## src/rtl/ifid_hazard_controller_pkg.sv

```systemverilog
// ifid_hazard_controller_pkg: shared state encoding and constants for the IF/ID hazard controller
package ifid_hazard_controller_pkg;
    typedef enum logic {
        ST_RUN      = 1'b0,
        ST_MDU_WAIT = 1'b1
    } hz_state_e;
    localparam logic [4:0] REG_ZERO = 5'd0;
    localparam int MDU_LATENCY_DEF = 32;
endpackage

```

## src/rtl/ifid_hazard_controller_loaduse.sv

```systemverilog
// hazard_loaduse_detect: flags an ID instruction that reads the destination of a load sitting in EX
module hazard_loaduse_detect
    import ifid_hazard_controller_pkg::*;
#(
    parameter int REG_W = 5
) (
    input  logic             IDEX_MemRead,
    input  logic [REG_W-1:0] IDEX_Rt,
    input  logic [REG_W-1:0] IFID_Rs,
    input  logic [REG_W-1:0] IFID_Rt,
    input  logic             IFID_UsesRt,
    output logic             LoadUse
);
    assign LoadUse = IDEX_MemRead && (IDEX_Rt != REG_W'(REG_ZERO)) &&
                     ((IDEX_Rt == IFID_Rs) || (IFID_UsesRt && (IDEX_Rt == IFID_Rt)));
endmodule

```

## src/rtl/ifid_hazard_controller.sv

```systemverilog
// ifid_hazard_controller: PC / IF/ID stall, flush and bubble sequencing with saturating debug statistics
module ifid_hazard_controller
    import ifid_hazard_controller_pkg::*;
#(
    parameter int MDU_LATENCY = MDU_LATENCY_DEF,
    parameter int CNT_W       = 32,
    parameter int REG_W       = 5
) (
    input  logic             Clk,
    input  logic             Rst,
    input  logic             IDEX_MemRead,
    input  logic [REG_W-1:0] IDEX_Rt,
    input  logic [REG_W-1:0] IFID_Rs,
    input  logic [REG_W-1:0] IFID_Rt,
    input  logic             IFID_UsesRt,
    input  logic             Branch_Taken,
    input  logic             Jump,
    input  logic             MDU_Start,
    output logic             PCWrite,
    output logic             IFIDWrite,
    output logic             IFFlush,
    output logic             IDEX_Bubble,
    output logic             MDU_Busy,
    output logic [CNT_W-1:0] StallCount,
    output logic [CNT_W-1:0] FlushCount
);
    localparam int CW = (MDU_LATENCY > 2) ? $clog2(MDU_LATENCY) : 1;

    hz_state_e        state_q, state_d;
    logic [CW-1:0]    mdu_cnt_q, mdu_cnt_d;
    logic             rel_q, rel_d;
    logic [CNT_W-1:0] stall_cnt_q, flush_cnt_q;
    logic             loaduse;

    hazard_loaduse_detect #(.REG_W(REG_W)) u_detect (
        .IDEX_MemRead(IDEX_MemRead),
        .IDEX_Rt     (IDEX_Rt),
        .IFID_Rs     (IFID_Rs),
        .IFID_Rt     (IFID_Rt),
        .IFID_UsesRt (IFID_UsesRt),
        .LoadUse     (loaduse)
    );

    // Mealy control outputs and next state; load-use beats flush beats MDU entry
    always_comb begin
        PCWrite     = 1'b1;
        IFIDWrite   = 1'b1;
        IFFlush     = 1'b0;
        IDEX_Bubble = 1'b0;
        MDU_Busy    = 1'b0;
        state_d     = state_q;
        mdu_cnt_d   = mdu_cnt_q;
        rel_d       = 1'b0;
        if (Rst) begin
            PCWrite     = 1'b0;
            IFIDWrite   = 1'b0;
            IFFlush     = 1'b1;
            IDEX_Bubble = 1'b1;
        end else if (state_q == ST_MDU_WAIT) begin
            PCWrite     = 1'b0;
            IFIDWrite   = 1'b0;
            IDEX_Bubble = 1'b1;
            MDU_Busy    = 1'b1;
            if (mdu_cnt_q != '0) begin
                mdu_cnt_d = mdu_cnt_q - CW'(1);
            end else begin
                state_d = ST_RUN;
                rel_d   = 1'b1;
            end
        end else if (loaduse) begin
            PCWrite     = 1'b0;
            IFIDWrite   = 1'b0;
            IDEX_Bubble = 1'b1;
        end else if (Branch_Taken || Jump) begin
            IFFlush = 1'b1;
        end else if (MDU_Start && !rel_q) begin
            PCWrite     = 1'b0;
            IFIDWrite   = 1'b0;
            IDEX_Bubble = 1'b1;
            mdu_cnt_d   = CW'(MDU_LATENCY - 2);
            state_d     = ST_MDU_WAIT;
        end
    end

    // State, wait counter and one-shot release flag
    always_ff @(posedge Clk) begin
        if (Rst) begin
            state_q   <= ST_RUN;
            mdu_cnt_q <= '0;
            rel_q     <= 1'b0;
        end else begin
            state_q   <= state_d;
            mdu_cnt_q <= mdu_cnt_d;
            rel_q     <= rel_d;
        end
    end

    // Saturating stall and flush statistics
    always_ff @(posedge Clk) begin
        if (Rst) begin
            stall_cnt_q <= '0;
            flush_cnt_q <= '0;
        end else begin
            if (IDEX_Bubble && stall_cnt_q != '1) stall_cnt_q <= stall_cnt_q + CNT_W'(1);
            if (IFFlush && flush_cnt_q != '1) flush_cnt_q <= flush_cnt_q + CNT_W'(1);
        end
    end

    assign StallCount = stall_cnt_q;
    assign FlushCount = flush_cnt_q;
endmodule

```

## config.mk

```make
export PLATFORM = sky130hd
export DESIGN_NAME = ifid_hazard_controller
export DESIGN_NICKNAME = d
export VERILOG_FILES = /design/src/rtl/ifid_hazard_controller_pkg.sv /design/src/rtl/ifid_hazard_controller_loaduse.sv /design/src/rtl/ifid_hazard_controller.sv
export SDC_FILE = /design/constraint.sdc
export NUM_CORES = 1
export LEC_CHECK = 0
export CORE_MARGIN = 1.5
export CORE_UTILIZATION = 35
export CTS_BUF_LIST = sky130_fd_sc_hd__clkbuf_4 sky130_fd_sc_hd__clkbuf_8 sky130_fd_sc_hd__clkbuf_16
export DETAILED_ROUTE_END_ITERATION = 8
export DONT_BUFFER_PORTS = 1
export HOLD_SLACK_MARGIN = 0.08
export SLEW_MARGIN = 40
export SYNTH_ARGS = -nofsm -noshare
export SYNTH_HDL_FRONTEND = slang
export SYNTH_SLANG_ARGS = --single-unit
export TNS_END_PERCENT = 5
```

## constraint.sdc

```tcl
create_clock -name Clk -period 3.3 [get_ports Clk]
set_input_delay 0.66 -clock Clk [delete_from_list [all_inputs] [get_ports Clk]]
set_output_delay 0.66 -clock Clk [all_outputs]
set_load 0.005 [all_outputs]
```

After elaboration in Yosys (flattened, before gate mapping)
Index checks and enable logic that the tools add are counted.
Cells by class
  add/sub/neg operators: 3
  multipliers: 0
  divide/modulo/power cells: 0
  magnitude comparators: 0
  equal/unequal tests: 7
  shifts and indexed selects: 0
  multiplexer cells: 25
  bitwise logic cells: 1
  reductions and logical operators: 14
Operators with widths (count)
  $add A32 B1 Y32 const B: 2
  $ne A32 B32 Y1 const B: 2
  $mux W5: 5
  $mux W1: 20
  $eq A5 B5 Y1: 2
  $reduce_bool A5 Y1: 2
  $logic_and A1 B1 Y1: 6
  $sub A5 B1 Y5 const B: 1
  $ne A2 B2 Y1 const B: 2
  $reduce_and A4 Y1: 1
  $logic_or A1 B1 Y1: 2
  $ne A2 B1 Y1 const B: 1
  $reduce_bool A2 Y1: 1
  $reduce_or A2 Y1: 1
  $logic_not A1 Y1: 1
  $not A1 Y1: 1
Word-level totals
  bits in registers: 71
  bits in latches: 0
  RAM bits: 0
  memory bits (read-only): 0
  bits of input ports: 22
  output and inout bits: 69
  logic and storage cells: 55
  memories kept: 0

Depth between registers and ports, before layout
Gate-level depths: netlist (run 1).
  word-level depth: 8
  mapped depth: 9

Hierarchy
Synthesis (run 1) repeated with hierarchy kept, for this count alone.
Second synthesis, totals
  cell total of the unflattened synthesis: 451
  area, all modules: 3741.1 um^2
By module, submodules not included
  ifid_hazard_controller: instances 1, cells each 434, area each 3608.5 um^2, sequential area each 1421.4 um^2
  hazard_loaduse_detect: instances 1, cells each 17, area each 132.6 um^2, sequential area each 0.0 um^2

Worst setup path after synthesis (run 1)
Ideal clock, no wire load.
  path type: input-to-output
  start: in IDEX_Rt[0]
  end: out PCWrite
  arrival time: 2.088 ns
  path slack: 0.552 ns
  cell stages on the path: 6
  path through: or4_1 -> o21ai_2 -> o21a_1 -> buf_2 -> buf_2 -> buf_4
On the way
  cells in the longest elaborated chain, start to end: 7
RTL lines
  start, declared: RTL line ifid_hazard_controller.sv:12  | input logic [REG_W-1:0] IDEX_Rt,
  $eq A5 B5 Y1: RTL line ifid_hazard_controller_loaduse.sv:15  | ((IDEX_Rt == IFID_Rs) || (IFID_UsesRt && (IDEX_Rt == IFID_Rt)));
  $logic_and A1 B1 Y1: RTL line ifid_hazard_controller_loaduse.sv:15
  $logic_or A1 B1 Y1: RTL line ifid_hazard_controller_loaduse.sv:15
  $logic_and A1 B1 Y1 *: RTL line ifid_hazard_controller_loaduse.sv:14  | assign LoadUse = IDEX_MemRead && (IDEX_Rt != REG_W'(REG_ZERO)) &&
  $mux W1 * (3 in series)
  end, declared: RTL line ifid_hazard_controller.sv:19  | output logic PCWrite,
Mark *: on every way between the ends. The rest lies on a longest branch, timed or not.

Worst setup path in the final report (run 1)
  start: in IDEX_Rt[0]
  end: out IDEX_Bubble
On the way
  cells in the longest elaborated chain, start to end: 7
RTL lines
  $eq A5 B5 Y1: RTL line ifid_hazard_controller_loaduse.sv:15
  $logic_and A1 B1 Y1: RTL line ifid_hazard_controller_loaduse.sv:15
  $logic_or A1 B1 Y1: RTL line ifid_hazard_controller_loaduse.sv:15
  $logic_and A1 B1 Y1 *: RTL line ifid_hazard_controller_loaduse.sv:14
  $mux W1 *: RTL line ifid_hazard_controller.sv:70  | end else if (loaduse) begin
  $mux W1 *: RTL line ifid_hazard_controller.sv:59  | end else if (state_q == ST_MDU_WAIT) begin
  $mux W1 *: RTL line ifid_hazard_controller.sv:54  | if (Rst) begin
  end, declared: RTL line ifid_hazard_controller.sv:22  | output logic IDEX_Bubble,
Marks and branches as above.

==> reports/metrics.cfg, run 1 <==
[run_status]
status=completed

[yosys]
postSynthAreaPerCell_um2=8.14
yosys_warnings=0
async_reset_ff_share_pct=0
postSynthCellCount=477
synth_seq_cells=71
synth_commonest_cells=dfxtp_1, a21oi_1, nand3_1
synthTopCellsByArea=dfxtp_1, a21oi_1, or4_1
synth-seq-area-share_pct=36.6
synth.top_cell.area_share_pct=36.6
yosysMostFrequentCell=dfxtp_1
synthDistinctLibCells=46
syn_nets=503
ys.flop_type=dfxtp_1
yosys.area.top_type=dfxtp_1
synth_edf_count=0
synthesis.area_mm2=0.00388

[flow_run]
max_cap_violations=0

[clock_network]
cts_hold_buf=0
cts_sinks=71
cts_buffers=9
clock_path_buffers=2
clkTransAtPathRegs_ns=0.07
htree_num_levels=3
post_cts_buffers=0
postCtsResizedCells=0
clock_latency_ns=0.35
cts_tree=done
cts_root_buffer=clkbuf_8

[power_and_ir_drop]
p_per_area_mw_per_mm2=393
vdd_ir_drop_max_mv=0.166
p_leak_nw=1.24

[setup_path]
crit_type=in2out
r2r_start=StallCount[9]
critPathLaunchType=input pin
arrival_ns=1.99
cp-startpoint=IDEX_Rt[0]
end_kind=output pin
cp.required_ns=2.64
path_max_fanout=58

[timing]
hold_viol=0
setup_viol=0
max_freq_mhz=378
rsz0062_at_grt=no
fin_crit_ns=2.65
slew_viol_final=0
setup_tns_ns=0
period_share_pct=80.2
tightest_slew_ns=0.650
max_slew_margin_pct=56.6
fin_worst_skew_ns=0.00855

[placed_design]
dpl.hpwl_um=6570
dp_cells=597
gp_congestion=0.799
placed_area_mm2=0.00400
port_buffers=0

[layout]
fillers=1132
finalNonFillerCells=613
design_area_mm2=0.00418
drive_above_1_share_pct=8.67
areaGrowthSynthToFinish_pct=7.50
diodes=0
nNetsFinal=494

[floorplanning]
die_x_um=108
start_util_pct=35.8
rows=38
fp.dieArea_mm2=0.0117
coreArea_mm2=0.0108
num_io_pins=91
dieHeight_um=108

[drt]
via_per_inst=6.04
drt_first_iter_violations=208
final_antenna_net_count=0
post_drt_wl_per_cell_um=16.4
drtPass1Iterations=5
via_count=3704
drc=0
wl_um=10000

[hold_path]
worstHoldPathType=in2reg
holdCritStartpoint=Rst

[global_routing]
grt_pass1_wl_um=16000
grt_start_max_net_pins=85
overflow=0
grt_pass1_vias=3438
track_usage_pct=17.0
antenna_found_initial=0

[path summary, 6_finish.rpt]
check	endpoint	slack, ns	depth (start not counted)
hold / removal	mdu_cnt_q[4]	0.39	1
hold reg to reg	mdu_cnt_q[0]	0.48	2
setup reg to reg	StallCount[7]	0.78	7
setup / recovery	IDEX_Bubble	0.65	5
[cell families after synthesis]
family,Yosys count,synth area share [%]
mux,8,2.32
xor+xnor,13,2.93
flops,71,36.6
compound gates,124,19.0
simple gates,221,33.4
fa+ha+maj,4,1.29
buf+inv,36,4.48
[cell type report]
type	count	area, µm²	area share (%)
multi-input cells	370	2290	54.8
flip-flops and latches	71	1420	34.0
well taps	140	175	4.19
clock buffers	12	159	3.80
repair buffers	7	77.6	1.86
inverters	9	33.8	0.809
clock inverters	4	20.0	0.479
[power breakdown]
part / switching, mW / total, mW / internal, mW
Clock: 0.340 / 0.657 / 0.318
Combinational: 0.0624 / 0.102 / 0.0395
Sequential: 0.0148 / 0.883 / 0.869
Total: 0.417 / 1.64 / 1.23
[metal layers]
metal  up-vias  routed length, µm  part of all wire (%)  global-route usage [%]
met5         -                  0                     0                       0
met4         0                127                   1.3                    5.73
met3        12                582                   5.8                    4.76
met2       112               4850                    48                    28.8
met1      1783               4470                    45                    20.6
li1       1797                  -                     -                       -
[metrics by stage]
stage	hold slack, ns	power [mW]	utilization (%)	worst slack (ns)
after floorplan	0.457	1.00	-	0.552
after CTS	0.360	1.67	38.5	0.660
final	0.390	1.64	38.5	0.652
after detailed placement	0.474	1.01	36.9	0.662
after global placement	0.468	1.00	36.9	0.673
after global routing	0.351	1.71	38.5	0.548
[critical path, stage by stage]
cell and delay, ns:
or4_1 0.53, o21ai_2 0.22, o21a_1 0.19, buf_12 0.24, inv_1 0.12
[registers in the layout, indices dropped and copies added (netlist names)]
signal and count:
mdu_cnt_q 5, StallCount 32, rel_q 1, FlushCount 32, state_q 1
[cells in the final DEF, fill, tap and decap left out, types with 2 or more instances in the layout]
| cell | instances |
|---|---|
| a21oi_1 | 59 |
| nor3b_1 | 2 |
| clkinv_2 | 4 |
| or3_1 | 27 |
| nor3_1 | 8 |
| nand3b_1 | 2 |
| nor2_1 | 22 |
| ha_1 | 4 |
| o31ai_1 | 26 |
| o21ai_1 | 2 |
| buf_4 | 5 |
| nor4_1 | 9 |
| buf_12 | 2 |
| nor2b_1 | 10 |
| and2_1 | 4 |
| xnor2_1 | 2 |
| o21ai_0 | 28 |
| and3_1 | 13 |
| inv_1 | 9 |
| or4_1 | 29 |
| clkbuf_8 | 11 |
| nand2b_1 | 2 |
| nand4_1 | 24 |
| dfxtp_1 | 71 |
| and4_1 | 4 |
| nand3_1 | 33 |
| mux2_2 | 8 |
| xor2_1 | 11 |
| nand2_1 | 25 |
(Power assumes the default switching activity.)
==> run 2, diff against run 1 <==
clock period = 2.3 ns   (was 3.3 ns; I/O delays follow)
==> run 2 against run 1 <==
Against the previous run: routed wire length increased by 4.1%; non-clock buffer count up 51; critical path type unchanged; count of clock-buffer cells in the layout shrank 1; sequential power up 43%; power up 61%; die area stayed put; sequential share of layout area decreased by 3.8 points; setup slack worse by 0.61 ns; clock skew is 0.00093 ns higher; combinational power is 140% higher; critical path depth up 2.
==> reports/metrics.cfg, run 2 (synthesis gave the netlist of run 1 again) <==
[clock_network]
htree_num_levels=3  ; unchanged
clkTransAtPathRegs_ns=0.07  ; about the same
cts_tree=done  ; unchanged
cts_sinks=71  ; unchanged
cts_hold_buf=0  ; unchanged
clock_path_buffers=2  ; unchanged
cts_root_buffer=clkbuf_8  ; unchanged
clock_latency_ns=0.35  ; about the same
cts_buffers=9  ; unchanged

[global_routing]
grt_start_max_net_pins=85  ; unchanged
grt_pass1_wl_um=16300  ; was 16000 µm
grt_pass1_vias=3411  ; was 3438
track_usage_pct=17.3  ; was 17.0%
antenna_found_initial=0  ; unchanged
overflow=0  ; unchanged

[timing]
period_share_pct=98.2
rsz0062_at_grt=yes  ; was no
slew_viol_final=0  ; unchanged
setup_viol=0  ; unchanged
fin_crit_ns=2.26
hold_viol=0  ; unchanged
max_freq_mhz=443
holdWs_ns=0.186  ; was 0.390 ns
tightest_slew_ns=0.603  ; was 0.650 ns
fin_worst_skew_ns=0.00948  ; was 0.00855 ns
max_slew_margin_pct=59.4  ; was 56.6%
setup_ws_ns=0.0412  ; was 0.652 ns

[setup_path]
arrival_ns=1.80  ; was 1.99 ns
end_kind=output pin  ; unchanged
cp.required_ns=1.84  ; was 2.64 ns
critical_path.max_stage_delay_ns=0.30  ; was 0.53 ns
path_cells=xor2_1, nor4_2, a32oi_2, buf_4, o31ai_4, buf_12, inv_1  ; was or4_1, o21ai_2, o21a_1, buf_12, inv_1
crit_type=in2out  ; unchanged
slowest_stage=nor4_2  ; was or4_1
cp-startpoint=IDEX_Rt[3]  ; was IDEX_Rt[0]
r2r_start=FlushCount[0]  ; was StallCount[9]
critPathLaunchType=input pin  ; unchanged
path_max_fanout=12  ; was 58

[drt]
via_count=3845  ; was 3704
drc=0  ; unchanged
drt_first_iter_violations=231  ; was 208
drtPass1Iterations=5  ; unchanged
wl_um=10400  ; was 10000 µm
final_antenna_net_count=0  ; unchanged
via_per_inst=5.81  ; was 6.04
post_drt_wl_per_cell_um=15.8  ; was 16.4 µm

[floorplanning]
num_io_pins=91  ; unchanged
start_util_pct=35.8  ; unchanged
coreArea_mm2=0.0108  ; unchanged
dieHeight_um=108  ; unchanged
rows=38  ; unchanged
fp.dieArea_mm2=0.0117  ; unchanged
die_x_um=108  ; unchanged

[layout]
areaGrowthSynthToFinish_pct=20.9  ; was 7.50%
fillers=1085  ; was 1132
diodes=0  ; unchanged
drive_above_1_share_pct=17.6  ; was 8.67%
layout_common_cells=dfxtp_1, a21oi_1, buf_4  ; was dfxtp_1, a21oi_1, nand3_1
layout_commonest_cell=dfxtp_1  ; unchanged
nNetsFinal=545  ; was 494
finalNonFillerCells=662  ; was 613

[power_and_ir_drop]
power_mw=2.64  ; was 1.64 mW
netSwitchingFraction_pct=23.1  ; was 25.4%
p_per_area_mw_per_mm2=562  ; was 393 mW/mm²
p_int_mw=2.03  ; was 1.23 mW
pwr-share-seq_pct=47.8  ; was 53.8%
p_leak_nw=1.54  ; was 1.24 nW
power_frac_comb_pct=9.1  ; was 6.2%
clkPwrFrac_pct=43.1  ; was 40.0%
vdd_ir_drop_max_mv=0.268  ; was 0.166 mV
p_sw_mw=0.610  ; was 0.417 mW

[flow_run]
max_cap_violations=0  ; unchanged

[placed_design]
dpl.hpwl_um=6950  ; was 6570 µm
dp_cells=639  ; was 597
port_buffers=0  ; unchanged
gp_congestion=0.824  ; was 0.799
dp_slack_ns=-0.0974  ; was 0.662 ns

[hold_path]
holdCritStartpoint=Rst  ; unchanged
worstHoldPathType=in2reg  ; unchanged

[run_status]
status=completed  ; unchanged

## run 2: cell count changes in the layout (fill, tap and decap cells not counted), sizes merged
cell,previous run,this run
buf,7,55
bufbuf,0,1
bufinv,0,2
clkbuf,12,13
clkinv,4,0
clkinvlp,0,1
## run 2: power by group through the flow
stage / clock (mW) / combinational (mW) / sequential (mW)
floorplan: 0 / 0.148 / 1.29
global placement: 0 / 0.188 / 1.29
detailed placement: 0 / 0.195 / 1.29
CTS: 1.17 / 0.210 / 1.26
global route: 1.20 / 0.265 / 1.27
finish: 1.14 / 0.240 / 1.26
## run 2: through the flow
stage          utilization [%]  area, µm²  setup TNS (ns)
4_1_cts                   42.4       4600               0
5_1_grt                   43.3       4700         -0.0660
2_1_floorplan                -       3890               0
3_3_place_gp              40.0       4340         -0.0398
6_report                  43.3       4700               0
3_5_place_dp              40.0       4340          -0.788
## run 2: area by class of cell
class | count | area (µm²) | area share, %
Inverter | 9 | 33.8 | 0.719
Multi-Input combinational cell | 370 | 2300 | 49.0
Sequential cell | 71 | 1420 | 30.3
Clock inverter | 3 | 67.6 | 1.44
Clock buffer | 11 | 151 | 3.22
Tap cell | 140 | 175 | 3.73
Timing Repair Buffer | 58 | 546 | 11.6
## run 2: worst paths after layout
kind / endpoint / slack, ns / depth (start not counted)
setup reg to reg: FlushCount[26] / 0.09 / 7
hold reg to reg: mdu_cnt_q[0] / 0.48 / 2
hold / removal: mdu_cnt_q[4] / 0.19 / 1
setup / recovery: IFFlush / 0.04 / 7
## run 2: worst max-delay path, delay by kind of cell
kind	cells	cell delay, ns
and+or+nand+nor	1	0.30
xor gates and xnor gates	1	0.15
AOI/OAI and AO/OA	2	0.47
buffers and inverters	3	0.42
## run 2: routing by layer
metal | GRT usage (%) | share of wire (%) | wire length [µm]
met3 | 4.76 | 6.6 | 690
met5 | 0 | 0 | 0
met4 | 6.77 | 1.3 | 136
met2 | 27.8 | 46 | 4750
met1 | 22.0 | 47 | 4860
## run 2: what timing repair did
item                                    in CTS  in global routing
endpoints found under the setup margin       3                  6
resized for setup                            0                  3
buffers inserted                             1                  5
pin swaps                                    2                  3
cloned                                       1                  2
